File: src/rtl/cache_pkg.sv
// Shared types and default geometry for the cacheline burst path.
package cache_pkg;

   localparam int unsigned S_LINE_DEF  = 256;
   localparam int unsigned S_BURST_DEF = 64;

   typedef enum logic [1:0] {
      IDLE,
      READ,
      WRITE,
      DONE
   } adapter_state_e;

   // Counter width for 0..n-1, never narrower than one bit.
   function automatic int unsigned cnt_width(input int unsigned n);
      return (n > 1) ? $clog2(n) : 1;
   endfunction

endpackage

File: src/rtl/cacheline_burst_adapter_if.sv
// Cache-side line port plus memory-side burst port of the cacheline burst adapter.
interface cacheline_burst_adapter_if
   import cache_pkg::*;
#(
   parameter int unsigned s_line  = S_LINE_DEF,
   parameter int unsigned s_burst = S_BURST_DEF
);

   logic                line_read_i;
   logic                line_write_i;
   logic [31:0]         line_addr_i;
   logic [s_line-1:0]   line_wdata_i;
   logic [s_line-1:0]   line_rdata_o;
   logic                resp_o;
   logic                err_o;
   logic [31:0]         mem_addr_o;
   logic                mem_read_o;
   logic                mem_write_o;
   logic [s_burst-1:0]  mem_wdata_o;
   logic [s_burst-1:0]  mem_rdata_i;
   logic                mem_resp_i;

   // The adapter is the slave of the cache and drives the memory bus.
   modport slave (
      input  line_read_i, line_write_i, line_addr_i, line_wdata_i,
      input  mem_rdata_i, mem_resp_i,
      output line_rdata_o, resp_o, err_o,
      output mem_addr_o, mem_read_o, mem_write_o, mem_wdata_o
   );

   modport master (
      output line_read_i, line_write_i, line_addr_i, line_wdata_i,
      output mem_rdata_i, mem_resp_i,
      input  line_rdata_o, resp_o, err_o,
      input  mem_addr_o, mem_read_o, mem_write_o, mem_wdata_o
   );

endinterface

File: src/rtl/burst_beat_counter.sv
// Beat index counter for burst engines: synchronous clear, increment, last-beat flag.
module burst_beat_counter
   import cache_pkg::*;
#(
   parameter int unsigned NUM_BEATS = S_LINE_DEF / S_BURST_DEF,
   parameter int unsigned CNT_W     = cnt_width(NUM_BEATS)
) (
   input  logic             clk,
   input  logic             rst,
   input  logic             clr_i,
   input  logic             inc_i,
   output logic [CNT_W-1:0] cnt_o,
   output logic             last_o
);

   logic [CNT_W-1:0] cnt_q, cnt_d;

   always_comb begin
      cnt_d = cnt_q;
      if (clr_i) begin
         cnt_d = '0;
      end else if (inc_i) begin
         cnt_d = cnt_q + 1'b1;
      end
   end

   always_ff @(posedge clk or posedge rst) begin
      if (rst) begin
         cnt_q <= '0;
      end else begin
         cnt_q <= cnt_d;
      end
   end

   assign cnt_o  = cnt_q;
   assign last_o = (cnt_q == CNT_W'(NUM_BEATS - 1));

endmodule

File: src/rtl/cacheline_burst_adapter.sv
// Turns one full-line cache read/writeback into num_beats memory bus beats.
// Optional per-beat stall watchdog: define CACHELINE_ADAPTER_TIMEOUT_EN.
module cacheline_burst_adapter
   import cache_pkg::*;
#(
   parameter int unsigned s_line         = S_LINE_DEF,
   parameter int unsigned s_burst        = S_BURST_DEF,
   parameter int unsigned timeout_cycles = 1024
) (
   input  logic                     clk,
   input  logic                     rst,
   cacheline_burst_adapter_if.slave bus
);

   localparam int unsigned num_beats = s_line / s_burst;
   localparam int unsigned CntW      = cnt_width(num_beats);

   if ((s_line % s_burst) != 0 || timeout_cycles == 0) begin : g_cfg_check
      $error("cacheline_burst_adapter: s_line must be a multiple of s_burst, timeout_cycles nonzero");
   end

   adapter_state_e                    state_q, state_d;
   logic [31:0]                       addr_q, addr_d;
   logic                              rd_q, rd_d;
   logic                              wr_q, wr_d;
   logic                              resp_q, resp_d;
   logic                              err_q, err_d;
   logic [num_beats-1:0][s_burst-1:0] rbuf_q, rbuf_d;
   logic [num_beats-1:0][s_burst-1:0] wbuf_q, wbuf_d;

   logic [CntW-1:0] cnt;
   logic            cnt_clr;
   logic            cnt_inc;
   logic            cnt_last;
   logic            stall_hit;

   burst_beat_counter #(
      .NUM_BEATS (num_beats),
      .CNT_W     (CntW)
   ) u_beat_cnt (
      .clk    (clk),
      .rst    (rst),
      .clr_i  (cnt_clr),
      .inc_i  (cnt_inc),
      .cnt_o  (cnt),
      .last_o (cnt_last)
   );

`ifdef CACHELINE_ADAPTER_TIMEOUT_EN
   localparam int unsigned StallW = cnt_width(timeout_cycles);

   logic [StallW-1:0] stall_q, stall_d;

   // Counts consecutive beat-less cycles; zero in IDLE so every burst starts fresh.
   always_comb begin
      stall_d = '0;
      if ((state_q == READ || state_q == WRITE) && !bus.mem_resp_i) begin
         stall_d = stall_q + 1'b1;
      end
   end

   always_ff @(posedge clk or posedge rst) begin
      if (rst) begin
         stall_q <= '0;
      end else begin
         stall_q <= stall_d;
      end
   end

   assign stall_hit = (stall_q == StallW'(timeout_cycles - 1)) && !bus.mem_resp_i;
`else
   assign stall_hit = 1'b0;
`endif

   // Outputs are registered, so each one is computed for the state being entered.
   always_comb begin
      state_d = state_q;
      addr_d  = addr_q;
      rd_d    = 1'b0;
      wr_d    = 1'b0;
      resp_d  = 1'b0;
      err_d   = 1'b0;
      rbuf_d  = rbuf_q;
      wbuf_d  = wbuf_q;
      cnt_clr = 1'b0;
      cnt_inc = 1'b0;

      unique case (state_q)
         IDLE: begin
            if (bus.line_write_i) begin
               state_d = WRITE;
               addr_d  = bus.line_addr_i;
               wbuf_d  = bus.line_wdata_i;
               wr_d    = 1'b1;
               cnt_clr = 1'b1;
            end else if (bus.line_read_i) begin
               state_d = READ;
               addr_d  = bus.line_addr_i;
               rd_d    = 1'b1;
               cnt_clr = 1'b1;
            end
         end

         READ: begin
            rd_d = 1'b1;
            if (bus.mem_resp_i) begin
               rbuf_d[cnt] = bus.mem_rdata_i;
               if (cnt_last) begin
                  state_d = DONE;
                  rd_d    = 1'b0;
                  resp_d  = 1'b1;
               end else begin
                  cnt_inc = 1'b1;
               end
            end else if (stall_hit) begin
               state_d = DONE;
               rd_d    = 1'b0;
               resp_d  = 1'b1;
               err_d   = 1'b1;
            end
         end

         WRITE: begin
            wr_d = 1'b1;
            if (bus.mem_resp_i) begin
               if (cnt_last) begin
                  state_d = DONE;
                  wr_d    = 1'b0;
                  resp_d  = 1'b1;
               end else begin
                  cnt_inc = 1'b1;
               end
            end else if (stall_hit) begin
               state_d = DONE;
               wr_d    = 1'b0;
               resp_d  = 1'b1;
               err_d   = 1'b1;
            end
         end

         DONE: begin
            state_d = IDLE;
            cnt_clr = 1'b1;
         end
      endcase
   end

   always_ff @(posedge clk or posedge rst) begin
      if (rst) begin
         state_q <= IDLE;
         addr_q  <= '0;
         rd_q    <= 1'b0;
         wr_q    <= 1'b0;
         resp_q  <= 1'b0;
         err_q   <= 1'b0;
         rbuf_q  <= '0;
         wbuf_q  <= '0;
      end else begin
         state_q <= state_d;
         addr_q  <= addr_d;
         rd_q    <= rd_d;
         wr_q    <= wr_d;
         resp_q  <= resp_d;
         err_q   <= err_d;
         rbuf_q  <= rbuf_d;
         wbuf_q  <= wbuf_d;
      end
   end

   assign bus.line_rdata_o = rbuf_q;
   assign bus.resp_o       = resp_q;
   assign bus.err_o        = err_q;
   assign bus.mem_addr_o   = addr_q;
   assign bus.mem_read_o   = rd_q;
   assign bus.mem_write_o  = wr_q;
   assign bus.mem_wdata_o  = wbuf_q[cnt];

endmodule

File: src/flat_wrapper.sv
// flat-port wrapper written by rule: the top's interface ports become plain ports
module cacheline_burst_adapter_flat import cache_pkg::*;
#(
   parameter int unsigned s_line         = S_LINE_DEF,
   parameter int unsigned s_burst        = S_BURST_DEF,
   parameter int unsigned timeout_cycles = 1024
)
  (clk, rst, bus_line_read_i, bus_line_write_i, bus_line_addr_i, bus_line_wdata_i, bus_mem_rdata_i, bus_mem_resp_i, bus_line_rdata_o, bus_resp_o, bus_err_o, bus_mem_addr_o, bus_mem_read_o, bus_mem_write_o, bus_mem_wdata_o);
  cacheline_burst_adapter_if #(.s_line(s_line), .s_burst(s_burst)) bus_i ();
  input  logic clk;
  input  logic rst;
  input wire logic [$bits(bus_i.line_read_i)-1:0] bus_line_read_i;
  input wire logic [$bits(bus_i.line_write_i)-1:0] bus_line_write_i;
  input wire logic [$bits(bus_i.line_addr_i)-1:0] bus_line_addr_i;
  input wire logic [$bits(bus_i.line_wdata_i)-1:0] bus_line_wdata_i;
  input wire logic [$bits(bus_i.mem_rdata_i)-1:0] bus_mem_rdata_i;
  input wire logic [$bits(bus_i.mem_resp_i)-1:0] bus_mem_resp_i;
  output wire logic [$bits(bus_i.line_rdata_o)-1:0] bus_line_rdata_o;
  output wire logic [$bits(bus_i.resp_o)-1:0] bus_resp_o;
  output wire logic [$bits(bus_i.err_o)-1:0] bus_err_o;
  output wire logic [$bits(bus_i.mem_addr_o)-1:0] bus_mem_addr_o;
  output wire logic [$bits(bus_i.mem_read_o)-1:0] bus_mem_read_o;
  output wire logic [$bits(bus_i.mem_write_o)-1:0] bus_mem_write_o;
  output wire logic [$bits(bus_i.mem_wdata_o)-1:0] bus_mem_wdata_o;
  assign bus_i.line_read_i = bus_line_read_i;
  assign bus_i.line_write_i = bus_line_write_i;
  assign bus_i.line_addr_i = bus_line_addr_i;
  assign bus_i.line_wdata_i = bus_line_wdata_i;
  assign bus_i.mem_rdata_i = bus_mem_rdata_i;
  assign bus_i.mem_resp_i = bus_mem_resp_i;
  assign bus_line_rdata_o = bus_i.line_rdata_o;
  assign bus_resp_o = bus_i.resp_o;
  assign bus_err_o = bus_i.err_o;
  assign bus_mem_addr_o = bus_i.mem_addr_o;
  assign bus_mem_read_o = bus_i.mem_read_o;
  assign bus_mem_write_o = bus_i.mem_write_o;
  assign bus_mem_wdata_o = bus_i.mem_wdata_o;
  cacheline_burst_adapter #(.s_line(s_line), .s_burst(s_burst), .timeout_cycles(timeout_cycles)) u_core (.clk(clk), .rst(rst), .bus(bus_i));
endmodule
File: config.mk
export PLATFORM = sky130hd
export DESIGN_NAME = cacheline_burst_adapter_flat
export DESIGN_NICKNAME = d
export VERILOG_FILES = /design/src/rtl/cache_pkg.sv /design/src/rtl/cacheline_burst_adapter_if.sv /design/src/rtl/burst_beat_counter.sv /design/src/rtl/cacheline_burst_adapter.sv /design/src/flat_wrapper.sv
export SDC_FILE = /design/constraint.sdc
export NUM_CORES = 1
export LEC_CHECK = 0
export BUFFER_PORTS_ARGS = -buffer_cell sky130_fd_sc_hd__buf_2
export CAP_MARGIN = 40
export CORE_AREA = 2 2 277 279
export CTS_CLUSTER_SIZE = 14
export DETAILED_ROUTE_END_ITERATION = 10
export DIE_AREA = 0 0 279 281
export HOLD_SLACK_MARGIN = 0.03
export SYNTH_ARGS = -nofsm -noshare
export SYNTH_HDL_FRONTEND = slang
export SYNTH_SLANG_ARGS = --single-unit
File: constraint.sdc
create_clock -name clk -period 23.2 [get_ports clk]
set_input_delay 4.64 -clock clk [delete_from_list [all_inputs] [get_ports clk]]
set_output_delay 4.64 -clock clk [all_outputs]
set_load 0.01 [all_outputs]
Word level (Yosys, flattened, before mapping)
Cells that the tools add are included.
- $add $sub $neg: 1
- order comparisons: 2
- equality and inequality tests: 7
- muxes and demuxes: 28
- reductions and logical operators: 9
- operators with widths (cell ; number):
    256-bit bitwise mux ; 1
    64-bit binary-select mux with 2-bit select ; 1
    64-bit demux with 2-bit select ; 1
    64-bit 2-to-1 mux ; 2
    32-bit 2-to-1 mux ; 2
    2-bit 2-to-1 mux ; 6
    1-bit 2-to-1 mux ; 11
    2-bit == test (second input constant) ; 3
    1-bit one-hot mux with 2 select lines ; 3
    2-bit one-hot mux with 3 select lines ; 1
    2-bit AND reduction ; 3
    2-bit by 1-bit inequality test with 1-bit output (second input constant) ; 2
    2-bit nonzero test ; 2
    2-bit by 3-bit less-than comparator with 1-bit output (second input constant) ; 1
    3-bit inequality test (second input constant) ; 1
    3-bit AND reduction ; 1
    2-bit by 1-bit adder with 2-bit output (second input constant) ; 1
    2-bit by 1-bit == test with 1-bit output (second input constant) ; 1
    2-bit by 1-bit >= comparator with 1-bit output (second input constant) ; 1
    2-bit logical NOT ; 1
    2-bit OR reduction ; 1
    1-bit logical AND ; 1
- register bits after elaboration: 551
- bits of input ports: 357
- output and inout port bits: 356
- word-level logic and storage cells: 61

Logic depth before layout (Yosys ltp)
- depth in word-level cells: 6
- gate-level depth with buffers: 7

Modules after synthesis
A second synthesis with hierarchy kept.
- cells, all modules: 1272
- area, all modules: 22046.1 µm²
- by module, submodules not included (module ; instances ; cells an instance ; area each (µm²)):
    cacheline_burst_adapter ; 1 ; 1264 ; 21953.6
    burst_beat_counter ; 1 ; 8 ; 92.6

Least setup slack after synthesis
Ideal clock, no wire load.
- path type: register to output
- from: register u_core.u_beat_cnt.cnt_q[0], in the netlist u_core.u_beat_cnt.cnt_o[0]
- to: output port bus_mem_wdata_o[0]
- arrival time: 1.302 ns
- path slack: 17.258 ns
- cell stages (with the launch flop): 4
- buffers on the path: 2
- cell sequence: dfrtp_1 -> buf_4 -> buf_6 -> mux4_2
- word-level cells in the longest chain between the ends: 2
- ends and longest elaborated chain (what ; RTL line ; source):
    start, declared ; burst_beat_counter.sv:16 ; logic [CNT_W-1:0] cnt_q, cnt_d;
    start signal, assigned ; burst_beat_counter.sv:31 ; cnt_q <= cnt_d;
    64-bit binary-select mux with 2-bit select ; cacheline_burst_adapter.sv:176 ; assign bus.mem_wdata_o = wbuf_q[cnt];
    64-bit 2-to-1 mux (implied by the code) ; cacheline_burst_adapter.sv:176 ;
    end, declared ; flat_wrapper.sv:24 ; output wire logic [$bits(bus_i.mem_wdata_o)-1:0] bus_mem_wdata_o;
No other way between the ends. The select of a mux whose other input is x is not followed.

Worst setup path after layout
- from: input port bus_line_write_i
- to: register u_core.wbuf_q[7] in the netlist's numbering
- word-level cells in the longest chain between the ends: 1
- ends and longest elaborated chain (what ; RTL line ; source):
    start, declared ; flat_wrapper.sv:13 ; input wire logic [$bits(bus_i.line_write_i)-1:0] bus_line_write_i;
    2-bit AND reduction (no source line) ; - ;
    end signal, assigned ; cacheline_burst_adapter.sv:166 ; wbuf_q <= wbuf_d;
    end, declared ; cacheline_burst_adapter.sv:29 ; logic [num_beats-1:0][s_burst-1:0] wbuf_q, wbuf_d;
No other way between the ends.
A chain may end at the register's enable or synchronous reset.

==> run_results.csv <==
group,metric,value,unit
global_routing,antenna_found_initial,25,
routing,wl_per_cell,20.11,um
clock_tree,clkSlewWorstSetupHoldPaths,0.06,ns
clock_tree,clk_latency,0.60,ns
global_routing,track_usage,15.15,%
power,switching_share,31.33,%
floorplan,std_cell_rows,101,
worst_setup_path,critPathLaunchType,"input port",
logic_synthesis,async_flop_share,100.0,%
power,vdd.ir_drop.worst,69.89,uV
logic_synthesis,yosys.area_share.xor_xnor,0.03777,%
sta,finalWorstSetupSlack,15.62,ns
sta,final-hold-violation-count,0,
final_layout,instances_no_fill,3033,
logic_synthesis,ys_warn_count,0,
worst_setup_path,critical_path_class,"in2reg",
clock_tree,numClockSinks,551,
logic_synthesis,synth_top_cell_by_area,"dfrtp_1",
run_status,status,"complete, no violations",
logic_synthesis,synth_seq_cells,551,
sta,setup_viol,0,
floorplan,fp.dieArea,0.07840,mm^2
power,switchingPower,1.376,mW
logic_synthesis,synth_compound_area_share,0.1457,%
routing,drc,0,
logic_synthesis,synth_top_family_by_area,"multiplexers",
logic_synthesis,syn_avg_cell_area,18.22,um^2
logic_synthesis,synth_top_flop_cell,"dfrtp_1",
global_routing,grt_first_pass_wirelength,91690,um
logic_synthesis,synth_edf_count,0,
sta,skew,0.01009,ns
sta,tightest_slew,0.9333,ns
clock_tree,clk_path_buf_depth,3,
sta,slew_viol_final,0,
logic_synthesis,seq_area_frac_synth,59.46,%
power,leakage,14.98,nW
routing,first_pass_iters,4,
logic_synthesis,yosys-top-cells-area,"dfrtp_1, mux2_2, mux2_4",
global_routing,grt_max_degree,112,
sta,max_freq,0.1318,GHz
worst_setup_path,path_max_fanout,89,
worst_setup_path,setup.worst_path.end_class,"flop",
routing,viasPerCell,4.551,
floorplan,die_width,279,um
clock_tree,cts_tree,"yes",
clock_tree,post-cts-setup-buffers,0,
floorplan,start_util,30.74,%
clock_tree,cts_max_level,2,
clock_tree,cts_resized,0,
place,io_buffers,711,
power,p_per_area,147.6,mW/mm^2
logic_synthesis,synth_top_area_share,59.46,%
floorplan,pin_count,713,
routing,antenna_left,0,
routing,drtIter0Drc,461,
sta,finalSetupTns,0,ns
global_routing,grt_pass1_vias,14980,
logic_synthesis,synthesis.nets,1639,
worst_setup_path,r2r_start,"u_core.state_q[0]",
final_layout,drive_above_1_share,70.54,%
power,combinationalPowerShare,38.6,%
sta,slew_headroom,37.78,%
hold_path,min_path_cells,1,
power,intPower,3.016,mW
logic_synthesis,synth-simple-area-share,0.5180,%
worst_setup_path,startpoint,"bus_line_write_i",
worst_setup_path,worstPathArrival,8.06,ns
worst_setup_path,setup.worst_path.end,"u_core.wbuf_q[7]",
worst_setup_path,r2r_slack,18.99,ns
logic_synthesis,synth_mux_area_share,36.04,%
clock_tree,ctsHoldBuffers,0,
hold_path,hold_path_class,"reg2reg",
run,maxCapViolCount,0,
worst_setup_path,reg2reg_to,"u_core.wbuf_q[7]",
sta,finalCriticalPeriod,7.585,ns
clock_tree,cts_made_buffers,58,
place,place_congestion,0.8332,
final_layout,area_delta_synth_final,28.37,%
worst_setup_path,r2r_cells,9,
routing,routed_wirelength,61000,um
global_routing,grt_overflow,0,
floorplan,die_h,281,um
clock_tree,ctsRootBufferMaster,"clkbuf_16",
logic_synthesis,synthAdderAreaFrac,0.4856,%
place,placedCellCount,2915,
logic_synthesis,yosysUniqueCellTypes,26,
worst_setup_path,critical_path_required,23.68,ns
logic_synthesis,netlist_instances,1273,
place,place_ws,14.99,ns
power,p_clk_share,22.5,%
power,sequentialPowerShare,38.9,%
logic_synthesis,synth_area,0.02319,mm^2
floorplan,coreArea,0.07544,mm^2
sta,fin_crit_sh,32.69,%
place,dp_hpwl,44940,um
final_layout,nNetsFinal,2363,
routing,vias,13800,
sta,rsz0062_at_grt,"no",
## cell type report
class / instances / area [um^2]
repair buffers: 737 / 3954
multi-input cells: 642 / 8658
well taps: 978 / 1224
inverters: 7 / 33.78
clock buffers: 82 / 1733
fillers: 7041 / 45670
diodes: 8 / 20.02
clock inverters: 28 / 351.6
flip-flops and latches: 551 / 13800
## sequential cells by signal (all words and copies together) (netlist names)
signal                   cells
u_core.bus.mem_read_o        1
u_core.bus.mem_write_o       1
u_core.bus.mem_addr_o       32
u_core.bus.resp_o            1
u_core.wbuf_q              256
u_core.state_q               2
u_core.u_beat_cnt.cnt_o      2
u_core.bus.line_rdata_o    256
## synthesized netlist by cell type (2+ instances only)
cell type and instances:
a21oi_1 2, buf_2 8, buf_4 5, buf_6 58, dfrtp_1 551, ha_1 9
inv_1 7, mux2_1 14, mux2_2 330, mux2_4 200, mux2i_1 4, mux4_2 64
nand2_1 4, nand3_4 4, nor2_1 2
## stage by stage
step | total power, mW | cell area [um^2] | utilization, % | hold slack, ns
finish | 4.393 | 29770 | 39.46 | 0.4886
global route | 4.644 | 29760 | 39.45 | 0.5001
CTS | 4.456 | 29750 | 39.43 | 0.4906
detailed placement | 3.441 | 27670 | 36.67 | 0.4803
global placement | 3.370 | 27390 | 36.31 | 0.4693
floorplan | 2.812 | 23190 | - | 0.4740
## layout by cell type, fill, tap and decap left out, types with 8 or more instances in the layout
cell type  synthesis  layout
buf_16             0      10
buf_2              8     711
buf_4              5      16
clkbuf_16          0      59
clkbuf_8           0      17
clkinv_2           0      15
dfrtp_1          551     549
diode_2            0       8
ha_1               9       9
mux2_1            14      14
mux2_2           330     330
mux2_4           200     200
mux4_2            64      64
## how the worst min path moves through the flow
| stage | startpoint | endpoint |
|---|---|---|
| after global routing | u_core.bus.line_rdata_o[254] | u_core.bus.line_rdata_o[254] |
| after floorplan | u_core.wbuf_q[248] | u_core.wbuf_q[248] |
| after detailed placement | u_core.bus.line_rdata_o[2] | u_core.bus.line_rdata_o[2] |
| after global placement | u_core.bus.line_rdata_o[16] | u_core.bus.line_rdata_o[16] |
| final | u_core.bus.line_rdata_o[48] | u_core.bus.line_rdata_o[48] |
| after CTS | u_core.bus.line_rdata_o[48] | u_core.bus.line_rdata_o[48] |
## power by group through the flow
stage	Combinational (mW)	Sequential, mW	Clock [mW]
global route	1.82	1.77	1.06
floorplan	1.05	1.76	0
global placement	1.67	1.70	0
detailed placement	1.72	1.72	0
CTS	1.72	1.71	1.02
finish	1.70	1.71	0.989
## worst max-delay path, stage by stage
cell and delay (ns):
buf_2 0.17, nand2_8 0.63, buf_4 0.80, buf_4 0.34
buf_16 0.32, buf_4 0.30, buf_16 0.33, mux2_2 0.37
## kinds of logic after synthesis
family	Yosys count
buffers and inverters	80
AND/OR/NAND/NOR	14
AO/OA/AOI/OAI	5
other	1
flip-flops	551
XOR/XNOR	1
multiplexers	612
adder cells (fa/ha/maj)	9
## per-layer routing
| metal | vias to the layer above | global-route usage (%) | part of all wire, % |
|---|---|---|---|
| li1 | 6105 | - | - |
| met1 | 7045 | 17.39 | 38 |
| met2 | 528 | 26.43 | 51 |
| met3 | 98 | 5.661 | 9.0 |
| met4 | 26 | 4.232 | 2.0 |
| met5 | - | 0 | 0.30 |
No activity file was read; power rests on OpenSTA's default activity.
